==> config.mk <==
export PLATFORM = sky130hd
export DESIGN_NAME = control_sequencer
export DESIGN_NICKNAME = d
export VERILOG_FILES = /design/src/rtl/control_sequencer.sv
export SDC_FILE = /design/constraint.sdc
export NUM_CORES = 1
export LEC_CHECK = 0
export BUFFER_PORTS_ARGS = -buffer_cell sky130_fd_sc_hd__buf_2
export CAP_MARGIN = 10
export CELL_PAD_IN_SITES_DETAIL_PLACEMENT = 1
export CELL_PAD_IN_SITES_GLOBAL_PLACEMENT = 1
export CORE_MARGIN = 5
export CORE_UTILIZATION = 20
export CTS_CLUSTER_DIAMETER = 80
export CTS_CLUSTER_SIZE = 30
export DETAILED_ROUTE_END_ITERATION = 8
export GPL_ROUTABILITY_DRIVEN = 1
export GPL_TIMING_DRIVEN = 0
export PLACE_DENSITY_LB_ADDON = 0.1
export RECOVER_POWER = 25
export SYNTH_ARGS = -nofsm -noshare
export SYNTH_HDL_FRONTEND = slang
export SYNTH_SLANG_ARGS = --single-unit
==> constraint.sdc <==
create_clock -name Clock -period 1.6 [get_ports Clock]
set_input_delay 0.24 -clock Clock [delete_from_list [all_inputs] [get_ports Clock]]
set_output_delay 0.24 -clock Clock [all_outputs]
set_load 0.005 [all_outputs]
==> src/rtl/control_sequencer.sv <==
// Instruction sequencer for a single-bus datapath: fetch (T0-T2), register ALU execute
// (T3-T5), halt on opcode 11011. Strobes are a Moore decode of the state and the held IR.
//
// state | meaning
// IDLE  | waiting for run
// T0    | PC to MAR, PC increment into Z
// T1    | Z to PC, memory read into MDR
// T2    | MDR to IR
// T3    | Rb to Y, decode opcode
// T4    | Rc (or nothing for neg) through ALU into Z
// T5    | Z to Ra, instruction done
// HALT  | stopped until clear
module control_sequencer (
    input  logic        Clock,
    input  logic        clear,
    input  logic        run,
    input  logic [31:0] IR,
    output logic        PCout,
    output logic        MARin,
    output logic        IncPC,
    output logic        Zin_low,
    output logic        Zlowout,
    output logic        PCin,
    output logic        Read,
    output logic        MDRin,
    output logic        MDRout,
    output logic        IRin,
    output logic        Yin,
    output logic [15:0] Rout,
    output logic [15:0] Rin,
    output logic [3:0]  operation,
    output logic        done,
    output logic        halted,
    output logic        illegal
);

    typedef enum logic [2:0] {
        IDLE = 3'd0,
        T0   = 3'd1,
        T1   = 3'd2,
        T2   = 3'd3,
        T3   = 3'd4,
        T4   = 3'd5,
        T5   = 3'd6,
        HALT = 3'd7
    } state_t;

    localparam logic [4:0] OPC_HALT = 5'b11011;

    state_t     state;
    logic [4:0] opcode;
    logic [3:0] ra, rb, rc;
    logic [3:0] alu_code;
    logic       alu_legal;
    logic       two_operand;

    assign opcode = IR[31:27];
    assign ra     = IR[26:23];
    assign rb     = IR[22:19];
    assign rc     = IR[18:15];

    always_comb begin
        alu_legal   = 1'b1;
        two_operand = 1'b1;
        alu_code    = 4'b0000;
        case (opcode)
            5'b00011: alu_code = 4'b0011;
            5'b00100: alu_code = 4'b0100;
            5'b00101: alu_code = 4'b1010;
            5'b00110: alu_code = 4'b1011;
            5'b10001: begin
                alu_code    = 4'b1111;
                two_operand = 1'b0;
            end
            default: alu_legal = 1'b0;
        endcase
    end

    always_ff @(posedge Clock) begin
        if (clear) begin
            state <= IDLE;
        end else begin
            case (state)
                IDLE: if (run) state <= T0;
                T0:   state <= T1;
                T1:   state <= T2;
                T2:   state <= T3;
                T3: begin
                    if (opcode == OPC_HALT) state <= HALT;
                    else if (alu_legal)     state <= T4;
                    else if (run)           state <= T0;
                    else                    state <= IDLE;
                end
                T4:   state <= T5;
                T5:   state <= run ? T0 : IDLE;
                HALT: state <= HALT;
                default: state <= IDLE;
            endcase
        end
    end

    // IR is only consulted from T3 on, where it is guaranteed stable.
    always_comb begin
        PCout     = 1'b0;
        MARin     = 1'b0;
        IncPC     = 1'b0;
        Zin_low   = 1'b0;
        Zlowout   = 1'b0;
        PCin      = 1'b0;
        Read      = 1'b0;
        MDRin     = 1'b0;
        MDRout    = 1'b0;
        IRin      = 1'b0;
        Yin       = 1'b0;
        Rout      = 16'h0000;
        Rin       = 16'h0000;
        operation = 4'b0000;
        done      = 1'b0;
        halted    = 1'b0;
        illegal   = 1'b0;
        case (state)
            T0: begin
                PCout   = 1'b1;
                MARin   = 1'b1;
                IncPC   = 1'b1;
                Zin_low = 1'b1;
            end
            T1: begin
                Zlowout = 1'b1;
                PCin    = 1'b1;
                Read    = 1'b1;
                MDRin   = 1'b1;
            end
            T2: begin
                MDRout = 1'b1;
                IRin   = 1'b1;
            end
            T3: begin
                Rout[rb] = 1'b1;
                Yin      = 1'b1;
                illegal  = !alu_legal && (opcode != OPC_HALT);
            end
            T4: begin
                if (two_operand) Rout[rc] = 1'b1;
                operation = alu_code;
                Zin_low   = 1'b1;
            end
            T5: begin
                Zlowout = 1'b1;
                Rin[ra] = 1'b1;
                done    = 1'b1;
            end
            HALT: halted = 1'b1;
            default: ;
        endcase
    end

endmodule

==> flow_summary.toml <==
[run_status]
outcome = "finished with violations"
violations = "negative setup slack"

[setup_path]
crit_path_cell_trace = "or3_4 > or3_4 > o22ai_1 > buf_2"
cp_slowest_cell = "or3_4"
worstSetupPathType = "register to primary output"
cp.arrival_ns = 1.58
ff2ff_path_depth = 6
cp_num_cells = 4
critPathLaunchType = "register"
worstPathMaxFanout = 5
timing.critical_path.mode_cell = "or3_4"
crit_buf_inv = 1
cp-end-kind = "primary output"
critical-path-top-delay-family = "simple AND/OR/NAND/NOR gates"
critical_path_required_ns = 1.36
slowest_delay_ns = 0.40

[timing]
skew_ns = 0.001208
worst_pin_slew_ns = 0.2509
finalWorstSetupSlack_ns = -0.2181
fmax_mhz = 550.0
hold_violations = 0
setup_viol = 32
slew_viol_final = 0
slew-limit-headroom_pct = 83.18
min_period_ns = 1.818
post-route-period-util_pct = 113.6
fin_tns_setup_ns = -3.599
rsz0062_at_grt = "yes"

[clock_tree]
cts_max_level = 1
cts.sinks = 3
clkSlewWorstSetupHoldPaths_ns = 0.03
cts_max_path_buffers = 2
cts_root_buffer = "clkbuf_8"
cts_buffers = 3
cts_tree = "done"
insertion_delay_ns = 0.21

[worst_hold_path]
worstHoldPathCells = 2
hp-class = "primary input to register"

[die]
die_area_um2 = 5304
fp.coreArea_um2 = 3744
io_pins = 85
initial_utilization_pct = 21.09
die_w_um = 72.83
fp-row-count = 22
die_h_um = 72.83

[final_layout]
reg.largest.list = "state (3)"
area_growth_pct = 92.87
nFillCells = 496
post-route-util_pct = 40.68
nets = 242
drive_above_1_share_pct = 66.50
multi_input_area_um2 = 810.8
final_common_cell = "buf_2"
antennaDiodeCount = 0
largest_reg_flops = 3
top_register = "state"
regArea_um2 = 71.32
layout_common_cells = "64 x buf_2, 12 x o22ai_1, 11 x nor2_2, 11 x nor2_1, 10 x buf_4"
final_cells = 254

[yosys]
synth-async-reset-ratio_pct = 0
synth_cells = 127
syn_avg_cell_area_um2 = 6.217
syn-num-nets = 162
ys_types = 36
dominantRegCellSynth = "dfxtp_1"
synth-seq-area-share_pct = 7.607
synth_seq_cells = 3
synth-edff-count = 0
syn_area_um2 = 789.5
yosys_warnings = 0

[route]
vias_per_cell = 4.870
vias = 1237
drt-initial-drc-count = 24
ant_nets = 0
drt_pass1_iterations = 4
wl_per_cell_um = 14.49
routed_wl_mm = 3.680
drc = 0

[run]
drv_cap = 0

[global_route]
first_global_vias = 1238
grt_start_max_net_pins = 11
gr-total-overflow = 0
track_usage_pct = 13.33
antenna_found_initial = 0
grt_pass1_wl_mm = 5.906

[pwr]
power_density_nw_per_um2 = 370.3
cellLeakagePower_nw = 0.7591
peakVddDrop_mv = 0.4050

[placed_design]
hpwl_mm = 2.784
gp_congestion = 0.7895
placedCellCount = 240
numPortBuffers = 65
==> cell type report <==
class	count	area share [%]
buffer	10	4.930
clock buffer	4	2.958
inverter	5	1.397
multi-input combinational	108	53.25
sequential	3	4.684
tap	48	3.944
timing repair buffer	76	28.84
==> cells in the mapped netlist (all sizes together) (2+ instances only) <==
library cell  number  area share [%]
nor2              24              11
o22ai             16              13
nand2              9             4.3
buf                8             7.0
nand2b             6             4.8
nand3              6             3.8
nor3               6             3.8
inv                5             2.4
nand3b             5             6.3
a21oi              4             2.5
or3                4             4.4
a31oi              3             2.4
and2               3             2.9
clkbuf             3             1.6
dfxtp              3             7.6
and3               2             1.9
nand4              2             1.6
nand4b             2             2.2
nor2b              2             1.6
o21a               2             1.9
or2                2             1.6
or2b               2             2.2
==> through the flow <==
stage	instance area (um2)	worst slack [ns]	power [mW]	hold WS [ns]
finish	1523	-0.2181	0.5638	0.2067
global route	1523	-0.3026	0.6095	0.2252
CTS	1383	-0.2266	0.5407	0.2057
detailed placement	1175	-0.1632	0.2781	0.4389
global placement	1175	-0.1454	0.2714	0.4240
floorplan	789.5	0.08550	0.2024	0.3091
==> final timing paths <==
path	start	endpoint	slack (ns)
max reg2reg	state[2]	state[0]	0.25
min	clear	state[1]	0.21
max	state[1]	Rout[4]	-0.22
min reg2reg	state[0]	state[2]	0.62
==> what timing repair did <==
| item | in CTS | in global routing |
|---|---|---|
| pin swaps | 12 | 18 |
| hold buffers | 0 | 0 |
| gates cloned | 0 | 0 |
| setup buffers | 10 | 1 |
| setup endpoints to repair | 31 | 38 |
| endpoints found under the hold margin | 0 | 0 |
| resized for setup | 27 | 36 |
==> cells by family after synthesis <==
| kind of cell | count (synthesis) | share of synthesized area, % |
|---|---|---|
| flops | 3 | 7.607 |
| buf+inv | 16 | 10.93 |
| xor+xnor | 2 | 2.219 |
| compound gates | 29 | 24.25 |
| simple gates | 77 | 54.99 |
==> per-layer routing <==
layer	up-vias	GRT usage, %	routed length, um
met3	2	2.066	225
li1	608	-	-
met5	-	0	0
met2	35	26.45	2079
met4	0	1.844	15
met1	592	14.96	1359
==> where the power goes <==
group | switching, mW | internal [mW] | total, mW
Clock | 0.0470 | 0.170 | 0.217
Combinational | 0.131 | 0.129 | 0.260
Sequential | 0.00716 | 0.0804 | 0.0876
No activity file was read; power rests on OpenSTA's default activity.
